$ cat config.mk
export PLATFORM = sky130hd
export DESIGN_NAME = lcd_refresh_scheduler
export DESIGN_NICKNAME = d
export VERILOG_FILES = /design/src/rtl/lcd_refresh_scheduler.sv
export SDC_FILE = /design/constraint.sdc
export NUM_CORES = 1
export LEC_CHECK = 0
export BUFFER_PORTS_ARGS = -buffer_cell sky130_fd_sc_hd__buf_2
export CORE_MARGIN = 1.5
export CORE_UTILIZATION = 45
export CTS_CLUSTER_DIAMETER = 80
export DETAILED_ROUTE_END_ITERATION = 10
export SETUP_SLACK_MARGIN = 0.1
export SLEW_MARGIN = 20
export SYNTH_ARGS = -nofsm -noshare
export SYNTH_HDL_FRONTEND = slang
export SYNTH_SLANG_ARGS = --single-unit
$ cat constraint.sdc
create_clock -name clk -period 7.5 [get_ports clk]
set_clock_uncertainty 0.2 [all_clocks]
set_input_delay 1.125 -clock clk [delete_from_list [all_inputs] [get_ports clk]]
set_output_delay 1.125 -clock clk [all_outputs]
set_load 0.005 [all_outputs]
$ cat src/rtl/lcd_refresh_scheduler.sv
// Character buffer for the hd44780 driver: arbitrates two writers, freezes the
// buffer while a print runs, and paces refresh triggers.
module lcd_refresh_scheduler #(
  parameter int unsigned       ADDR_W       = 6,
  parameter int unsigned       DATA_W       = 8,
  parameter int unsigned       MIN_INTERVAL = 25000,
  parameter int unsigned       BUSY_TIMEOUT = 8,
  parameter logic [DATA_W-1:0] FILL_CHAR    = 8'h20
) (
  input  logic              clk,
  input  logic              rst,
  input  logic              req0_valid,
  input  logic [ADDR_W-1:0] req0_addr,
  input  logic [DATA_W-1:0] req0_data,
  output logic              req0_ready,
  input  logic              req1_valid,
  input  logic [ADDR_W-1:0] req1_addr,
  input  logic [DATA_W-1:0] req1_data,
  output logic              req1_ready,
  input  logic              force_refresh,
  input  logic              lcd_busy,
  output logic              lcd_trg,
  input  logic [ADDR_W-1:0] lcd_addr,
  output logic [DATA_W-1:0] lcd_data,
  output logic              dirty,
  output logic              trg_err
);

  localparam int unsigned       DEPTH    = 2 ** ADDR_W;
  localparam int unsigned       CTR_W    = $clog2(MIN_INTERVAL + 1);
  localparam int unsigned       TMO_W    = $clog2(BUSY_TIMEOUT + 1);
  localparam logic [CTR_W-1:0]  CTR_MAX  = CTR_W'(MIN_INTERVAL);
  localparam logic [TMO_W-1:0]  TMO_LAST = TMO_W'(BUSY_TIMEOUT - 1);

  typedef enum logic [2:0] {CLEAR, IDLE, TRIGGER, WAIT_BUSY, PRINT} state_t;

  state_t              state, state_next;
  logic [ADDR_W-1:0]   sweep_ptr;
  logic [CTR_W-1:0]    ctr;
  logic [TMO_W-1:0]    tmo_cnt;
  logic                rr;
  logic                force_pend;
  logic                grant0, grant1;
  logic                wr_en;
  logic [ADDR_W-1:0]   wr_addr;
  logic [DATA_W-1:0]   wr_data;
  logic                sweep_last, ctr_sat, timeout;
  logic [DATA_W-1:0]   mem [DEPTH];

  assign sweep_last = (sweep_ptr == '1);
  assign ctr_sat    = (ctr == CTR_MAX);
  assign timeout    = (state == WAIT_BUSY) && !lcd_busy && (tmo_cnt == TMO_LAST);

  // Round-robin only matters when both requesters collide; rr names the favoured one.
  always_comb begin
    grant0 = 1'b0;
    grant1 = 1'b0;
    if (state == IDLE) begin
      grant0 = req0_valid && (!req1_valid || !rr);
      grant1 = req1_valid && (!req0_valid || rr);
    end
  end

  assign req0_ready = grant0;
  assign req1_ready = grant1;

  // NOTE: every always_comb output gets a default first so no path infers a latch.
  always_comb begin
    state_next = state;
    lcd_trg    = 1'b0;
    case (state)
      CLEAR:     if (sweep_last) state_next = IDLE;
      IDLE:      if (!lcd_busy && dirty && (ctr_sat || force_pend)) state_next = TRIGGER;
      TRIGGER: begin
        lcd_trg    = 1'b1;
        state_next = WAIT_BUSY;
      end
      WAIT_BUSY: begin
        if (lcd_busy)     state_next = PRINT;
        else if (timeout) state_next = IDLE;
      end
      PRINT:     if (!lcd_busy) state_next = IDLE;
      default:   state_next = CLEAR;
    endcase
  end

  always_comb begin
    wr_en   = 1'b0;
    wr_addr = sweep_ptr;
    wr_data = FILL_CHAR;
    if (state == CLEAR) begin
      wr_en = 1'b1;
    end else if (grant0) begin
      wr_en   = 1'b1;
      wr_addr = req0_addr;
      wr_data = req0_data;
    end else if (grant1) begin
      wr_en   = 1'b1;
      wr_addr = req1_addr;
      wr_data = req1_data;
    end
  end

  // NOTE: sequential state uses non-blocking assignments so every register sees pre-edge values.
  always_ff @(posedge clk or negedge rst) begin
    if (!rst) begin
      state      <= CLEAR;
      sweep_ptr  <= '0;
      ctr        <= CTR_MAX;
      tmo_cnt    <= '0;
      rr         <= 1'b0;
      force_pend <= 1'b0;
      dirty      <= 1'b0;
      trg_err    <= 1'b0;
    end else begin
      state <= state_next;

      if (state == CLEAR) sweep_ptr <= sweep_ptr + 1'b1;

      if (state == TRIGGER) ctr <= '0;
      else if (!ctr_sat)    ctr <= ctr + 1'b1;

      if (state == WAIT_BUSY) tmo_cnt <= tmo_cnt + 1'b1;
      else                    tmo_cnt <= '0;

      if (grant0)      rr <= 1'b1;
      else if (grant1) rr <= 1'b0;

      if (state == TRIGGER)   force_pend <= 1'b0;
      else if (force_refresh) force_pend <= 1'b1;

      // A forced refresh marks the buffer dirty at once, so it qualifies the next IDLE cycle.
      if (state == TRIGGER)
        dirty <= 1'b0;
      else if ((state == CLEAR && sweep_last) || grant0 || grant1 || force_refresh || timeout)
        dirty <= 1'b1;

      if (timeout) trg_err <= 1'b1;
    end
  end

  // NOTE: the array has no reset; the CLEAR sweep initialises every location instead.
  always_ff @(posedge clk) begin
    if (wr_en) mem[wr_addr] <= wr_data;
  end

  // Read port is independent of the write port; a same-address write returns old data.
  always_ff @(posedge clk or negedge rst) begin
    if (!rst) lcd_data <= '0;
    else      lcd_data <= mem[lcd_addr];
  end

endmodule

# ---- Yosys cells after proc, flatten, opt, wreduce, memory -nomap -nowiden
# Memory sizes are Yosys's and may differ from the RTL's. A register that Yosys moved wholly into a read port is not among the register bits.
# Cells that the tools add are included.
dict set report totals {
  out_inout_bits 13
  ram_bits 512
  in_bits 40
  reg_bits 32
  memories 1
}
# memory words word_bits rd rd_clocked_by_memory_dff wr line
set mem_list {}
lappend mem_list {mem 64 8 1 1 1 48} ;# logic [DATA_W-1:0] mem [DEPTH];
dict set report classes {
  n_eq_ne 12
  n_mux 29
  reduce_logical 24
  addsub 3
}
# op count
set op_table {}
lappend op_table {{$mux 15} 2}
lappend op_table {{$mux 8} 3}
lappend op_table {{$mux 6} 3}
lappend op_table {{$add 15x1->15 const B} 1}
lappend op_table {{$eq 15x15->1 const B} 1}
lappend op_table {{$mux 3} 5}
lappend op_table {{$pmux 3 s5} 1}
lappend op_table {{$mux 1} 14}
lappend op_table {{$logic_and 1x1->1} 7}
lappend op_table {{$logic_or 1x1->1} 7}
lappend op_table {{$add 6x1->6 const B} 1}
lappend op_table {{$eq 3x2->1 const B} 2}
lappend op_table {{$eq 6x6->1 const B} 1}
lappend op_table {{$reduce_bool 2->1} 3}
lappend op_table {{$logic_not 1->1} 5}
lappend op_table {{$add 4x1->4 const B} 1}
lappend op_table {{$eq 4x3->1 const B} 1}
lappend op_table {{$mux 4} 1}
lappend op_table {{$ne 2x1->1 const B} 2}
lappend op_table {{$ne 2x2->1 const B} 2}
lappend op_table {{$reduce_and 4->1} 1}
lappend op_table {{$eq 3x1->1 const B} 1}
lappend op_table {{$eq 3x3->1 const B} 1}
lappend op_table {{$logic_not 3->1} 1}
lappend op_table {{$ne 3x3->1 const B} 1}

# ---- Depth between registers and ports, before layout
dict set report logic_depth {
  ltp_word 10
  mapped_depth 9
  ltp_nobuf 7
}

# ---- Worst setup path after synthesis
# No wires, ideal clock.
dict set report synth_path {
  path_kind {input-to-reg}
  start {in req0_valid}
  end {mem mem[0][5], data pin}
  n_path_buf 2
  stages 5
  t_arrival_ps 3511
  required_time_ps 6735
  setup_slack_ps 3224
  path_cell_list {nand2b_1 > and3_1 > clkbuf_1 > clkbuf_1 > a22oi_1}
}
dict set report synth_between {
  elab_chain_cells 7
  elab_cells_between_ends 9
  classes_between {mux (5); reduce/logical (4)}
}
# item line
set synth_lines {}
lappend synth_lines {{start: declaration} 12} ;# input logic req0_valid,
lappend synth_lines {{$logic_not 1->1} 60} ;# grant1 = req1_valid && (!req0_valid || rr);
lappend synth_lines {{$logic_or 1x1->1} 60}
lappend synth_lines {{$logic_and 1x1->1} 60}
lappend synth_lines {{$mux 1} 58} ;# if (state == IDLE) begin
lappend synth_lines {{net req1_ready} 19} ;# output logic req1_ready,
lappend synth_lines {{$mux 8} 97} ;# end else if (grant1) begin
lappend synth_lines {{$mux 8} 93} ;# end else if (grant0) begin
lappend synth_lines {{$mux 8} 91} ;# if (state == CLEAR) begin
lappend synth_lines {{net wr_data[5]} 46} ;# logic [DATA_W-1:0] wr_data;
lappend synth_lines {{end: declaration} 48}
# The timed path passes the listed nets, and every way through them passes these cells.

# ---- Worst setup path after layout
dict set report layout_path {
  start {reg state[0]}
  end {mem mem[42][0], enable pin}
}
dict set report layout_between {
  elab_chain_cells 7
  elab_cells_between_ends 12
  classes_between {eq/ne (1); mux (10); reduce/logical (1)}
}
# item line
set layout_lines {}
lappend layout_lines {{start: declaration} 37} ;# state_t state, state_next;
lappend layout_lines {{start signal: assignment} 116} ;# state <= state_next;
lappend layout_lines {{$eq 3x1->1} 58}
lappend layout_lines {{$mux 1} 58}
lappend layout_lines {{$mux 1} 97}
lappend layout_lines {{$mux 1} 93}
lappend layout_lines {{$mux 1} 91}
lappend layout_lines {{$mux 1} 144} ;# if (wr_en) mem[wr_addr] <= wr_data;
lappend layout_lines {{$mux 1 (implied by the code)} 144}
# Several ways; a longest one is shown, not always the timed one.

==> results.txt <==
WL/cell = 26.5 um
area delta synth->final = 11.9%
cells after synthesis = 1138
EDFF count, synth = 512
Ports = 53
synth unique cells = 66
Worst slew margin = 0.312
Iter 0 DRT Violations = 1223
Lkg Pwr = 0.00801 uW
RePlAce Congestion = 0.796
simple-gate share of the synthesized area = 0.0499
dominant cell type by area after synthesis = edfxtp_1
initial antenna violation count = 1
CTS sink cnt = 552
commonest non-fill, non-tap cell in the layout = edfxtp_1
Clock Latency Late Sink = 0.60 ns
CP Data Arrival Time = 4.49 ns
fmax = 224 MHz
Area after DPL = 22900 um2
Layout fillers = 3844
Rows = 80
Async S/R FF share, synth = 0.0725
MaxCap Viol Count = 0
cts hold-fix bufs = 0
crit start category = flip-flop
Core Region = 48000 um2
Num CTS Buffers = 54
RSZ-0062 raised after global routing = false
dpl cells = 1756
Initial Util = 0.459
HPWL Detailed = 30.1 mm
Max FO, Critical Path = 14
setup TNS = 0 ns
Worst VDD drop = 296 uV
Die Y = 224 um
Crit. End Element = flip-flop
final WL = 49.2 mm
Top FF cell, synth = edfxtp_1
Tightest Pin Transition = 1.03 ns
design area = 24700 um2
Final setup viols = 0
clock root buffer = clkbuf_16
CTS H-tree depth = 2
Synth Area in Compound Gates = 0.0384
Layout Cells excl Fill = 1857
overflow left after global routing = 0
Hold Vio Cnt, Final = 0
Remaining DRCs = 0
Max Slew Vio Count = 0
syn nets = 1182
post_cts resized = 0
synth top area cells = edfxtp_1 (70%), mux4_2 (12%), dfrtp_1 (3.9%)
vias in the first global route = 11.1k
status = completed
CTS clk-pin slew, worst paths = 0.06 ns
number of port buffers = 52
fin crit share = 0.595
most frequent cells in the layout = edfxtp_1 (512), mux4_2 (122), nor2_1 (88), clkbuf_16 (55), buf_2 (49)
largest family of logic cells by synthesized area = multiplexers
Period minus WS final = 4.46 ns
Post-CTS Setup Bufs = 0
Final #Nets = 1241
PD cells = 310 nW/um2
post-synthesis sequential area ratio = 0.743
Final ANT Viol Nets = 0
Yosys reg bits = 552
largest net degree at the start of global routing = 72
YS warnings = 0
Via density = 5.93
Syn Area/Cell = 19.4 um2
crit path kind = flip-flop to flip-flop
Required @ worst endpoint = 7.52 ns
drt first pass iters = 5
layout cells sized above 1 = 0.256
Hold WC Path Type = flip-flop to flip-flop
synthesized cell area = 22100 um2
Yosys top cell area share = 0.697
global-route wire length before repair = 73.4 mm
adder-cell share of the synthesized area = 0.00227
post-synthesis mux area share = 0.143
CTS tree = built
Synth Area in XOR/XNOR = 0.00675
GRT Total Usage = 0.201
die area = 50400 um2
via count = 11.0k
diode count = 0
clk buf depth = 3
Die X = 224 um
worst max-delay path, cell delays in order, from the launching register on:
cell	delay (ns)
dfrtp_1	0.55
nor3b_2	0.60
and3_1	0.63
a221oi_1	0.37
or4_1	0.94
nor2_1	0.79
power by group:
part	internal, uW	switching [uW]	total, uW	leakage [uW]
registers	3750	95.8	3840	0.00518
logic	307	831	1140	0.00198
clock network	1560	1110	2670	0.000853
total	5610	2040	7650	0.00801
routing by layer:
metal | global-route usage | vias up | part of all wire
met5 | 0 | - | 0.00026
li1 | - | 4784 | -
met3 | 0.0411 | 76 | 0.066
met1 | 0.295 | 5758 | 0.44
met4 | 0.0585 | 2 | 0.026
met2 | 0.306 | 388 | 0.46
kinds of logic after synthesis:
family          Yosys count
xor+xnor                 17
compound gates          112
buf+inv                  73
simple gates            218
flops                   552
fa+ha+maj                 4
mux                     162
Yosys cell counts, drive strengths merged, types with 9 or more instances:
master	count
o21ai	9
edfxtp	512
a21oi	17
mux2i	30
buf	43
nor2b	11
nand3	21
mux2	10
dfrtp	34
clkbuf	24
mux4	122
nor2	101
xor2	10
a211oi	17
nand2	27
state kept, by name, indices dropped and copies added (netlist names):
signal      flops
mem           512
ctr            15
lcd_data        8
sweep_ptr       6
tmo_cnt         4
state           3
dirty           1
force_pend      1
rr              1
trg_err         1
path summary, 6_finish.rpt:
check / end / slack, ns / from / cells past startpoint
max in group asynchronous: lcd_data[2] / 6.26 / rst / 2
min in group asynchronous: tmo_cnt[0] / 0.41 / rst / 2
min: trg_err / 0.26 / trg_err / 1
min reg2reg: trg_err / 0.26 / trg_err / 1
max: mem[42][0] / 3.04 / state[0] / 5
max reg2reg: mem[42][0] / 3.04 / state[0] / 5
cell type report:
class	count	area (um2)	share of cell area
tap	615	769	0.0312
inverter	6	22.5	0.000913
timing repair buffer	70	410	0.0166
multi-input combinational	513	5350	0.217
clock buffer	69	1440	0.0583
sequential	552	16400	0.664
clock inverter	32	300	0.0122
stage by stage:
| step | worst slack (ns) | power (uW) | hold WS [ns] | utilization |
|---|---|---|---|---|
| floorplan | 3.22 | 4610 | 0.233 | - |
| global placement | 3.03 | 5020 | 0.251 | 0.477 |
| detailed placement | 2.91 | 5040 | 0.258 | 0.477 |
| CTS | 3.12 | 7710 | 0.273 | 0.513 |
| global route | 2.78 | 7940 | 0.288 | 0.514 |
| finish | 3.04 | 7650 | 0.263 | 0.514 |
No activity file was read; power rests on OpenSTA's default activity.
